===== src/rtl/udp_rx_cmd_parser_pkg.sv =====
// udp_app_pkg: command bytes, packet lengths and parser states shared by the UDP app RX/TX blocks.
package udp_app_pkg;
    localparam logic [7:0] CMD_B0 = 8'h00;
    localparam logic [7:0] CMD_B1 = 8'h02;
    localparam logic [15:0] CMD_LEN = 16'd2;
    localparam logic [15:0] LED_LEN = 16'd3;
    localparam logic [15:0] SEG_LEN = 16'd5;
    typedef enum logic [1:0] {IDLE, RX_CMD, RX_DATA, DROP} state_e;
endpackage


===== src/rtl/udp_rx_cmd_parser_arm_timer.sv =====
// udp_rx_arm_timer: loadable down-counter; expire_o flags the decrement that reaches zero.
module udp_rx_arm_timer #(
    parameter int ARM_TIMEOUT = 1_000_000,
    localparam int W = $clog2(ARM_TIMEOUT + 1)
) (
    input  logic clk,
    input  logic rst,
    input  logic load_i,
    input  logic dec_i,
    output logic expire_o
);
    logic [W-1:0] cnt_q;
    assign expire_o = dec_i && cnt_q == W'(1);
    always_ff @(posedge clk) begin
        if (rst) cnt_q <= '0;
        else if (load_i) cnt_q <= W'(ARM_TIMEOUT);
        else if (dec_i && cnt_q != '0) cnt_q <= cnt_q - W'(1);
    end
endmodule


===== src/rtl/udp_rx_cmd_parser.sv =====
// udp_rx_cmd_parser: recognises a mode command followed by a 3-byte LED or 5-byte segment packet.
// Define UDP_RX_ERR_CNT_EN to build the saturating dropped-packet counter on err_cnt.
module udp_rx_cmd_parser
    import udp_app_pkg::*;
#(
    parameter int ARM_TIMEOUT = 1_000_000
) (
    input  logic        clk,
    input  logic        rst,
    input  logic        app_rx_data_valid,
    input  logic [7:0]  app_rx_data,
    input  logic [15:0] app_rx_data_length,
    output logic [23:0] led_data,
    output logic [39:0] seg_data,
    output logic        led_data_valid,
    output logic        seg_data_valid,
    output logic        mode,
    output logic        armed,
    output logic [7:0]  err_cnt
);
    state_e      state_q;
    logic [15:0] len_q;
    logic [3:0]  cnt_q;
    logic [39:0] cap_q;
    logic [23:0] led_q;
    logic [39:0] seg_q;
    logic        led_v_q, seg_v_q, mode_q, armed_q;
    logic        eop, is_cmd, is_led, is_seg, tmr_dec, tmr_exp;

    assign eop     = state_q != IDLE && !app_rx_data_valid;
    assign is_cmd  = cnt_q == CMD_LEN[3:0] && len_q == CMD_LEN && cap_q[7:0] == CMD_B0 && cap_q[15:8] == CMD_B1;
    assign is_led  = state_q == RX_DATA && cnt_q == LED_LEN[3:0] && len_q == LED_LEN;
    assign is_seg  = state_q == RX_DATA && cnt_q == SEG_LEN[3:0] && len_q == SEG_LEN;
    assign tmr_dec = armed_q && state_q == IDLE && !app_rx_data_valid;

    udp_rx_arm_timer #(.ARM_TIMEOUT(ARM_TIMEOUT)) u_timer (
        .clk      (clk),
        .rst      (rst),
        .load_i   (eop && is_cmd),
        .dec_i    (tmr_dec),
        .expire_o (tmr_exp)
    );

    always_ff @(posedge clk) begin
        if (rst) begin
            state_q <= IDLE;
            len_q   <= '0;
            cnt_q   <= '0;
            cap_q   <= '0;
            led_q   <= '0;
            seg_q   <= '0;
            led_v_q <= 1'b0;
            seg_v_q <= 1'b0;
            mode_q  <= 1'b0;
            armed_q <= 1'b0;
        end else begin
            led_v_q <= 1'b0;
            seg_v_q <= 1'b0;
            if (tmr_exp) armed_q <= 1'b0;
            if (state_q == IDLE) begin
                if (app_rx_data_valid) begin
                    state_q    <= armed_q ? RX_DATA : RX_CMD;
                    len_q      <= app_rx_data_length;
                    cnt_q      <= 4'd1;
                    cap_q[7:0] <= app_rx_data;
                end
            end else if (app_rx_data_valid) begin
                cnt_q <= cnt_q == 4'd8 ? cnt_q : cnt_q + 4'd1;
                // cnt_q is the count before this byte, so it doubles as the byte's slot index
                if (cnt_q < 4'd5) cap_q[{cnt_q[2:0], 3'b000} +: 8] <= app_rx_data;
                else state_q <= DROP;
            end else begin
                state_q <= IDLE;
                armed_q <= is_cmd;
                if (is_led) begin
                    led_q   <= cap_q[23:0];
                    led_v_q <= 1'b1;
                    mode_q  <= 1'b0;
                end
                if (is_seg) begin
                    seg_q   <= cap_q;
                    seg_v_q <= 1'b1;
                    mode_q  <= 1'b1;
                end
            end
        end
    end

`ifdef UDP_RX_ERR_CNT_EN
    logic [7:0] err_q;
    logic       drop;
    assign drop = eop && !(is_cmd || is_led || is_seg);
    always_ff @(posedge clk) begin
        if (rst) err_q <= '0;
        else if (drop && err_q != 8'hFF) err_q <= err_q + 8'd1;
    end
    assign err_cnt = err_q;
`else
    assign err_cnt = '0;
`endif

    assign led_data       = led_q;
    assign seg_data       = seg_q;
    assign led_data_valid = led_v_q;
    assign seg_data_valid = seg_v_q;
    assign mode           = mode_q;
    assign armed          = armed_q;
endmodule


===== config.mk =====
export PLATFORM = sky130hd
export DESIGN_NAME = udp_rx_cmd_parser
export DESIGN_NICKNAME = d
export VERILOG_FILES = /design/src/rtl/udp_rx_cmd_parser_pkg.sv /design/src/rtl/udp_rx_cmd_parser_arm_timer.sv /design/src/rtl/udp_rx_cmd_parser.sv
export SDC_FILE = /design/constraint.sdc
export NUM_CORES = 1
export LEC_CHECK = 0
export BUFFER_PORTS_ARGS = -buffer_cell sky130_fd_sc_hd__buf_2
export CAP_MARGIN = 20
export CORE_ASPECT_RATIO = 2
export CORE_MARGIN = 1
export CORE_UTILIZATION = 40
export CTS_CLUSTER_SIZE = 12
export DETAILED_ROUTE_END_ITERATION = 16
export PLACE_DENSITY = 0.72
export SLEW_MARGIN = 20
export SYNTH_ARGS = -nofsm -noshare
export SYNTH_HDL_FRONTEND = slang
export SYNTH_HIERARCHICAL = 1
export SYNTH_SLANG_ARGS = --single-unit

===== constraint.sdc =====
create_clock -name clk -period 5.6 [get_ports clk]
set_clock_uncertainty 0.1 [all_clocks]
set_input_delay 1.12 -clock clk [delete_from_list [all_inputs] [get_ports clk]]
set_output_delay 1.12 -clock clk [all_outputs]
set_load 0.01 [all_outputs]

==> key figures, run 1 <==
Finish
  – Ant diodes: 0
  – Most frequent cells in the layout: 150 x dfxtp_1, 93 x buf_2, 74 x a21oi_1
  – Post-layout net count: approximately 860
  – Area grow syn2layout: 16.4%
  – Commonest non-fill, non-tap cell in the layout: dfxtp_1
  – Layout cells sized above 1: about 18%

Detailed routing
  – Avg Vias per Cell: around 5.5
  – Wire per inst: ~17 um
  – Via Count: between 5,000 and 6,000
  – Drt first pass iters: 7
  – Number of DRC markers in iteration 0: 296
  – Routed wire length: between 15,000 and 20,000 um
  – Routed Antenna Nets: 0
  – Post-route DRC: 0

Pwr
  – Sequential Power Share: 45.4%
  – NetSw: 0.610 mW
  – Clock power frac: between 40 and 50%
  – Gate power share: between 5 and 6%
  – Tot Pwr: between 2 and 2.5 mW
  – Int Power: around 1.8 mW
  – Power Dens Cells: 309 nW/um^2
  – Maximum vdd drop: 209 uV
  – Leak: 3.24 nW
  – Net Sw Frac: between 20% and 30%

Worst setup path
  – Worst setup SP type: primary input
  – Critical Path End Type: register
  – CP Max Fanout: 41
  – RR Startpoint: cnt_q[0]$_SDFFE_PP0P_
  – R2R Setup Slk: 2.80 ns
  – Delay-heaviest family, CP: simple AND/OR/NAND/NOR gates
  – Critical Path RT: 5.81 ns
  – Worst Path Arrival: approximately 3.3 ns
  – CP bufs+invs: 2
  – Cell Chain, Critical Path: buf_2 -> or4_1 -> nor4_4 -> buf_4 -> and4b_1 -> or2_2 -> a2111o_1 -> o21ai_0
  – Crit path launch: app_rx_data_valid
  – Max stage delay on crit path: around 0.49 ns
  – Crit Path Category: in -> reg
  – Worst path slowest cell: or4_1

Clock network
  – Clk_lat worst skew: ~0.43 ns
  – CTS H-tree lvls: 4
  – CTS root buf: clkbuf_16
  – CTS tree: yes
  – CTS Buf Count: 17
  – Post-CTS Hold Buffers: 0
  – # resized after CTS: 0
  – Maximum root-to-sink buffer count: 2
  – CTS sink count: 150
  – Clk slew on worst S/H paths: about 0.060 ns
  – Post-CTS Setup Inserts: 0

Run
  – Max-Cap Viols: 0

GRT
  – Number of global-route vias before repair: 5,685
  – Overall routing resource usage: roughly a fifth
  – Initial antenna violation count: 0
  – Largest net degree at the start of global routing: between 100 and 150
  – First-pass GRT wire length: ~28,000 um
  – Total grt overflow: 0

Yosys
  – Async set or reset register ratio after synthesis: 0%
  – Dominant synthesized flop cell: dfxtp_1
  – Number of flops mapped to enable cells by yosys: 0
  – Post-Syn Instances: ~760
  – Yosys cell types: between 50 and 60
  – Syn Std Cell Area: ~6700 um^2
  – Synth Register Bits: 150
  – Synth Warn #: 6
  – Syn_area_per_cell: just under 9 um^2
  – Register area share after synthesis: ~45%

Die
  – Die area: about 17,000 um^2
  – Die Ht: approximately 190 um
  – # rows: 66
  – Initial core utilization: 41.1%
  – Chip Width: between 90 and 100 um
  – IO Count: 103
  – Core Area: about 16,000 um^2

STA
  – Final hold viol count: 0
  – RSZ-0062 raised after global routing: false
  – Final Max Tran Viols: 0
  – Worst-Margin Slew: ~1.0 ns
  – Final period util: 55.5%
  – TNS Setup: 0 ns
  – Final setup viols: 0
  – Crit path time final: around 3.1 ns
  – Peak Freq: about 320 MHz
  – Setup slack after layout: 2.49 ns
  – Normalized max-slew margin: around 33%

Worst hold path
  – Worst Hold Class: reg -> reg
  – HP Start: len_q[5]$_SDFFE_PP0P_

Place
  – # port buffers: 94
  – Post-place setup slack: slightly below 2 ns
  – Gpl congestion: ~0.83
  – Detailed placement HPWL: 12,100 um

Run status
  – Outcome: finished clean
==> worst paths after layout <==
kind / to / cells past startpoint
hold reg to reg: len_q[5]$_SDFFE_PP0P_ / 2
setup / recovery: u_timer/cnt_q[2]$_SDFFE_PP0P_ / 8
hold / removal: len_q[5]$_SDFFE_PP0P_ / 2
setup reg to reg: cap_q[23]$_SDFFE_PP0P_ / 7
==> worst reg2reg max path: cells and delay by family, from the launching register on <==
family	cells	cell delay, ns
and+or+nand+nor	2	0.81
AOI/OAI and AO/OA	1	0.10
buffers and inverters	1	0.22
adders and majority gates	2	0.68
muxes	1	0.29
DFF	1	0.52
==> synthesized netlist by cell type (all sizes together), types with 2 or more instances <==
cell type  instances  area (um^2)
a211oi             5         37.5
a21oi             74          370
a31oi              6         37.5
and3               3         18.8
and4b              2         20.0
buf               27          200
clkbuf            30          113
dfxtp            150         3000
ha                 8          100
inv               11         41.3
mux2i             61          611
nand2             70          263
nand2b            59          369
nand3             55          288
nand3b             2         15.0
nand4              8         50.1
nor2              23         86.3
nor2b             12         75.1
nor3              13         65.1
nor3b              3         22.5
nor4              12          133
nor4b              5         43.8
o21a               3         22.5
o21ai             57          285
o31ai              9         67.6
or2                4         25.0
or3               10         65.1
or4               18          154
or4b               2         20.0
==> per-layer routing <==
metal	share of wire, %	track usage, %	vias to the layer above	wire, um
li1	-	-	2802	-
met1	38	22.1	2690	6660
met2	53	37.5	165	9130
met3	4.0	4.15	51	701
met4	4.9	13.0	0	845
met5	0	0	-	0
==> per-stage QoR <==
stage          instances  instance area [um^2]  util (%)  hold WS (ns)
3_3_place_gp        1006                  7200      44.0         0.344
2_1_floorplan        762                  6740         -         0.336
5_1_grt             1038                  7820      47.8         0.382
3_5_place_dp        1006                  7200      44.0         0.350
6_report            1038                  7820      47.8         0.355
4_1_cts             1038                  7800      47.7         0.359
==> power groups by stage <==
stage / sequential, mW / combinational, mW / clock (mW)
after floorplan: 1.11 / 0.107 / 0
after global placement: 1.12 / 0.130 / 0
after detailed placement: 1.12 / 0.132 / 0
after CTS: 1.09 / 0.132 / 1.20
after global routing: 1.10 / 0.145 / 1.24
final: 1.10 / 0.133 / 1.18
==> flip-flops by register name (all words and copies together) (netlist names) <==
signal          cells
cap_q              40
state_q             2
led_data_valid      1
cnt_q               4
u_timer/cnt_q      20
armed               1
mode                1
seg_data_valid      1
led_data           24
len_q              16
seg_data           40
==> cell type report <==
| cell class | instances | area [um^2] |
|---|---|---|
| well taps | 204 | 255 |
| clock inverters | 15 | 183 |
| fillers | 1590 | 8530 |
| multi-input cells | 544 | 3410 |
| repair buffers | 97 | 495 |
| flip-flops and latches | 150 | 3000 |
| inverters | 11 | 41.3 |
| clock buffers | 17 | 425 |
==> kinds of logic (layout without fill, tap and decap cells) <==
group	after synthesis	count (layout)	share of synthesized area (%)
and+or+nand+nor	303	303	25.7
other	1	8	0.0558
adders and majority gates	8	8	1.49
AOI/OAI and AO/OA	162	162	13.4
xor gates and xnor gates	1	1	0.130
buffers and inverters	68	140	5.27
DFF	150	150	44.7
muxes	62	62	9.26
Power figures use the tool's default switching activity.
==> inputs of run 2 (changes only) <==
--- a/config.mk
+++ b/config.mk
@@ -12,7 +12,7 @@
 export CORE_UTILIZATION = 40
 export CTS_CLUSTER_SIZE = 12
 export DETAILED_ROUTE_END_ITERATION = 16
-export PLACE_DENSITY = 0.72
+export PLACE_DENSITY = 0.74
 export SLEW_MARGIN = 20
 export SYNTH_ARGS = -nofsm -noshare
 export SYNTH_HDL_FRONTEND = slang
==> constraint.sdc (replaced) <==
create_clock -name clk -period 2.5 [get_ports clk]
set_clock_uncertainty 0.1 [all_clocks]
set_input_delay 0.5 -clock clk [delete_from_list [all_inputs] [get_ports clk]]
set_output_delay 0.5 -clock clk [all_outputs]
set_load 0.01 [all_outputs]
==> key figures, run 2 (synthesis gave the netlist of run 1 again) <==
Detailed routing
  – Routed Antenna Nets: 0
  – Drt first pass iters: 5
  – Avg Vias per Cell: ~5.5
  – Post-route DRC: 0
  – Highest metal used: met4
  – Number of DRC markers in iteration 0: slightly below 400
  – Wire per inst: approximately 17 um
  – Met2 Wirelength: 9390 um
  – Via Count: around 6,000
  – Met3 wire len: 634 um
  – M1 WL: around 6600 um
  – Routed wire length: about 18,000 um

Die
  – Chip Width: between 90 and 100 um
  – Core Area: about 16,000 um^2
  – Die area: between 15,000 and 20,000 um^2
  – IO Count: slightly above 100
  – Die Ht: 185 um
  – # rows: 66
  – Initial core utilization: between 40% and 50%

Finish
  – Commonest non-fill, non-tap cell in the layout: dfxtp_1
  – FF/Latch Area: 3000 um^2
  – # fillers: approximately 1,600
  – Post-layout net count: between 800 and 900
  – Area of the multi-input gates: approximately 3400 um^2
  – Ant diodes: 0
  – Most frequent cells in the layout: 150 x dfxtp_1, 93 x buf_2, 74 x a21oi_1
  – Final std cells w/o fill: between 1,000 and 1,500
  – Layout cells sized above 1: around a fifth
  – Area grow syn2layout: 19.3%

GRT
  – Overall routing resource usage: between 20% and 30%
  – Total grt overflow: 0
  – Number of global-route vias before repair: 5,817
  – Largest net degree at the start of global routing: 70
  – Initial antenna violation count: 0
  – First-pass GRT wire length: 28,500 um

Clock network
  – Clk_lat worst skew: about 0.43 ns
  – CTS Buf Count: 17
  – CTS root buf: clkbuf_16
  – CTS sink count: 150
  – Post-CTS Hold Buffers: 0
  – CTS H-tree lvls: 4
  – CTS tree: yes
  – Clk slew on worst S/H paths: 0.06 ns
  – Maximum root-to-sink buffer count: 2

Place
  – # port buffers: 94
  – Placed Instances: about 1,000
  – Detailed placement HPWL: 12,400 um
  – Gpl congestion: 0.883

STA
  – Normalized max-slew margin: 47.8%
  – Final Max Tran Viols: 0
  – TNS Setup: 0 ns
  – Crit path time final: approximately 2.3 ns
  – Final period util: 93.6%
  – Peak Freq: around 430 MHz
  – Worst-Margin Slew: between 0.7 and 0.8 ns
  – Final setup viols: 0
  – Final hold viol count: 0

Worst setup path
  – Crit Path Category: reg -> reg
  – CP Max Fanout: 8
  – Worst path slowest cell: dfxtp_1
  – Worst setup SP type: register
  – Max stage delay on crit path: 0.44 ns
  – Critical Path End Type: register
  – Critical Path RT: roughly 2.7 ns
  – Worst Path Arrival: approximately 2.5 ns
  – Cell Chain, Critical Path: inv_1 -> ha_1 -> ha_1 -> nor4b_2 -> o21ai_0 -> buf_4 -> o21ai_0 -> a21oi_1

Run
  – Max-Cap Viols: 0

Pwr
  – Net Sw Frac: 24.8%
  – Sequential Power Share: 45.3%
  – Leak: around 3.4 nW
  – Int Power: around 4 mW
  – Power Dens Cells: approximately 670 nW/um^2
  – Clock power frac: 48.7%
  – Maximum vdd drop: approximately 450 uV
  – Gate power share: 6.0%
  – NetSw: 1.34 mW

Worst hold path
  – Worst Hold Class: in -> reg

Run status
  – Outcome: finished clean
run 2: changes by cell type in the layout (fill, tap and decap cells not counted), sizes merged:
cell / previous run / this run
buf: 97 / 119
clkbuf: 17 / 18
clkinv: 2 / 3
clkinvlp: 2 / 1
inv: 20 / 19
run 2: path summary, 6_finish.rpt:
check / startpoint / endpoint / slack [ns] / cells after the start
worst min-delay path: app_rx_data_length[0] / len_q[0]$_SDFFE_PP0P_ / 0.21 / 3
worst max register to register: cnt_q[1]$_SDFFE_PP0P_ / cap_q[35]$_SDFFE_PP0P_ / 0.16 / 8
worst max-delay path: cnt_q[1]$_SDFFE_PP0P_ / cap_q[35]$_SDFFE_PP0P_ / 0.16 / 8
worst min register to register: len_q[5]$_SDFFE_PP0P_ / len_q[5]$_SDFFE_PP0P_ / 0.36 / 2
run 2: layout make-up:
type                            instances  area share [%]
Sequential cell                       150            37.5
Multi-Input combinational cell        544            42.6
Timing Repair Buffer                  119            8.71
Clock inverter                         14            2.06
Inverter                               11           0.515
Tap cell                              204            3.18
Clock buffer                           18            5.48
run 2: stage by stage:
| step | hold WS (ns) | power [mW] | setup slack, ns | utilization [%] | instance area, um^2 |
|---|---|---|---|---|---|
| detailed placement | 0.350 | 2.82 | 0.112 | 45.2 | 7390 |
| CTS | 0.197 | 5.44 | 0.0719 | 48.9 | 8000 |
| finish | 0.213 | 5.41 | 0.159 | 49.0 | 8020 |
| global route | 0.218 | 5.58 | -0.0193 | 49.0 | 8020 |
| floorplan | 0.336 | 2.73 | 0.0725 | - | 6740 |
| global placement | 0.343 | 2.81 | 0.170 | 45.2 | 7390 |
run 2: routing by layer:
| metal | GRT usage (%) | up-vias |
|---|---|---|
| met3 | 3.53 | 51 |
| met5 | 0 | - |
| met1 | 21.9 | 2770 |
| met4 | 14.0 | 0 |
| li1 | - | 2851 |
| met2 | 38.9 | 171 |
run 2: power by group through the flow:
| stage | Combinational [mW] | Sequential [mW] | Clock [mW] |
|---|---|---|---|
| global route | 0.353 | 2.45 | 2.78 |
| global placement | 0.313 | 2.50 | 0 |
| detailed placement | 0.317 | 2.50 | 0 |
| CTS | 0.318 | 2.45 | 2.68 |
| finish | 0.324 | 2.45 | 2.63 |
| floorplan | 0.239 | 2.49 | 0 |
run 2: worst max-delay path, delay by kind of cell (launching register included):
kind,cells,cell delay [ns]
flops,1,0.44
simple gates,1,0.31
compound gates,3,0.41
buf+inv,2,0.31
fa+ha+maj,2,0.64
run 2: timing repair:
item,CTS,global route
setup endpoints to repair,0,40
resized for setup,0,4
hold endpoints to repair,0,0
setup buffers,0,1
==> inputs of run 3 (changes only) <==
--- a/config.mk
+++ b/config.mk
@@ -7,12 +7,14 @@
 export LEC_CHECK = 0
 export BUFFER_PORTS_ARGS = -buffer_cell sky130_fd_sc_hd__buf_2
 export CAP_MARGIN = 20
+export CELL_PAD_IN_SITES_DETAIL_PLACEMENT = 1
+export CELL_PAD_IN_SITES_GLOBAL_PLACEMENT = 2
 export CORE_ASPECT_RATIO = 2
 export CORE_MARGIN = 1
-export CORE_UTILIZATION = 40
+export CORE_UTILIZATION = 31
 export CTS_CLUSTER_SIZE = 12
 export DETAILED_ROUTE_END_ITERATION = 16
-export PLACE_DENSITY = 0.74
+export PLACE_DENSITY = 0.87
 export SLEW_MARGIN = 20
 export SYNTH_ARGS = -nofsm -noshare
 export SYNTH_HDL_FRONTEND = slang
==> key figures, run 3 (synthesis gave the netlist of run 1 again) <==
Pwr
  – Maximum vdd drop: between 400 and 500 uV
  – Leak: roughly 3.4 nW
  – Power Dens Cells: around 660 nW/um^2

Clock network
  – CTS Buf Count: 17
  – Post-CTS Hold Buffers: 0
  – Clk slew on worst S/H paths: approximately 0.070 ns
  – CTS H-tree lvls: 4
  – CTS root buf: clkbuf_16
  – Clk_lat worst skew: 0.43 ns
  – CTS sink count: 150
  – CTS tree: yes
  – Maximum root-to-sink buffer count: 2

Detailed routing
  – Wire per inst: ~18 um
  – Routed Antenna Nets: 0
  – Number of DRC markers in iteration 0: around 180
  – Via Count: about 6,000
  – Routed wire length: 19,900 um
  – Avg Vias per Cell: approximately 5.2
  – Post-route DRC: 0
  – Drt first pass iters: 4

Worst setup path
  – Crit Path Category: reg -> reg
  – Worst path slowest cell: a41oi_2
  – CP bufs+invs: 1
  – R2R Setup Slk: 0.15 ns
  – RR Startpoint: cnt_q[0]$_SDFFE_PP0P_
  – Worst reg2reg path depth: 7
  – Critical Path RT: between 2 and 3 ns
  – Worst Path Arrival: between 2 and 3 ns
  – Cell Chain, Critical Path: inv_1 -> ha_1 -> ha_1 -> nor4b_1 -> a41oi_2 -> mux2i_1 -> nor2_1
  – Critical Path End Type: register
  – Crit path launch: cnt_q[0]$_SDFFE_PP0P_
  – Top cell by count, worst path: ha_1
  – Worst setup SP type: register
  – FF-to-FF End: cap_q[4]$_SDFFE_PP0P_
  – Delay-heaviest family, CP: adder cells
  – Critical path depth in cells: 7
  – Max stage delay on crit path: ~0.4 ns
  – CP Max Fanout: 8
  – CP endpoint: cap_q[4]$_SDFFE_PP0P_

Run status
  – Outcome: finished clean

Die
  – Initial core utilization: a little under a third
  – Core Area: 21,100 um^2
  – Die area: 22,300 um^2
  – IO Count: a little over 100
  – # rows: 75
  – Chip Width: 106 um
  – Die Ht: ~210 um

GRT
  – Total grt overflow: 0
  – Largest net degree at the start of global routing: 45
  – Number of global-route vias before repair: 6,211
  – First-pass GRT wire length: ~32,000 um
  – Overall routing resource usage: between 10% and 20%
  – Initial antenna violation count: 0

Finish
  – Commonest non-fill, non-tap cell in the layout: dfxtp_1
  – Post-layout net count: between 800 and 900
  – Most frequent cells in the layout: 150 x dfxtp_1, 93 x buf_2, 74 x a21oi_1
  – Area grow syn2layout: 21.3%
  – Final std cells w/o fill: between 1,000 and 1,500
  – Utilization after layout: between 30% and 40%
  – Ant diodes: 0
  – Layout cells sized above 1: about a fifth

Place
  – Gpl congestion: a little over 0.8
  – Detailed placement HPWL: between 10,000 and 15,000 um
  – Placed Instances: ~1,100
  – # port buffers: 94

STA
  – TNS Setup: 0 ns
  – Final period util: a little over nine tenths
  – Final setup viols: 0
  – Final hold viol count: 0
  – RSZ-0062 raised after global routing: false
  – Crit path time final: between 2 and 2.5 ns
  – Peak Freq: 426 MHz
  – Worst-Margin Slew: 0.803 ns
  – Final hold slack: ~0.22 ns
  – Final Max Tran Viols: 0
  – Normalized max-slew margin: between 40% and 50%

Worst hold path
  – Worst Hold Class: in -> reg

Run
  – Max-Cap Viols: 0
run 3: cell count changes in the layout (fill, tap and decap cells not counted), sizes merged:
cell / before / now
bufinv: 2 / 1
inv: 19 / 20
buf: 119 / 124
run 3: cell type report:
type	count	area, um^2
Timing Repair Buffer	124	761
Fill cell	2576	13000
Clock inverter	14	158
Tap cell	269	337
Multi-Input combinational cell	544	3410
Sequential cell	150	3000
Clock buffer	18	439
Inverter	11	41.3
run 3: through the flow:
step	setup slack (ns)	cell area, um^2	power, mW
final	0.153	8150	5.39
after global routing	0.0240	8150	5.58
after CTS	0.144	8140	5.46
after detailed placement	0.00532	7540	2.84
after global placement	0.107	7540	2.83
after floorplan	0.0725	6740	2.73
run 3: routing by layer:
metal / vias to the layer above / global-route usage, % / wire, um
met2: 119 / 35.1 / 10900
met1: 2873 / 19.5 / 7580
met4: 0 / 10.4 / 927
met3: 47 / 2.88 / 483
li1: 2867 / - / -
met5: - / 0 / 0
run 3: what timing repair did:
item	in CTS	in global routing
setup buffers	0	0
setup endpoints to repair	0	8
resized for setup	0	1
run 3: worst reg2reg max path, delay by kind of cell (launching register included):
kind / cells / cell delay (ns)
AOI/OAI and AO/OA: 1 / 0.40
DFF: 1 / 0.33
buffers and inverters: 1 / 0.12
muxes: 1 / 0.27
adders and majority gates: 2 / 0.62
and+or+nand+nor: 2 / 0.39
run 3: report_power, final:
group | switching, mW | internal (mW) | leakage, nW
Sequential | 0.0294 | 2.42 | 1.21
Clock | 1.16 | 1.45 | 0.291
Combinational | 0.216 | 0.121 | 1.89
run 3: worst min-delay path by stage:
stage                           start                      to  slack (ns)  cells past startpoint
2_1_floorplan  len_q[12]$_SDFFE_PP0P_  len_q[12]$_SDFFE_PP0P_        0.34                      2
3_3_place_gp   len_q[11]$_SDFFE_PP0P_  len_q[11]$_SDFFE_PP0P_        0.35                      2
3_5_place_dp    len_q[3]$_SDFFE_PP0P_   len_q[3]$_SDFFE_PP0P_        0.35                      2
4_1_cts        app_rx_data_length[11]  len_q[11]$_SDFFE_PP0P_        0.20                      3
5_1_grt        app_rx_data_length[11]  len_q[11]$_SDFFE_PP0P_        0.22                      3
6_report        app_rx_data_length[8]   len_q[8]$_SDFFE_PP0P_        0.22                      3
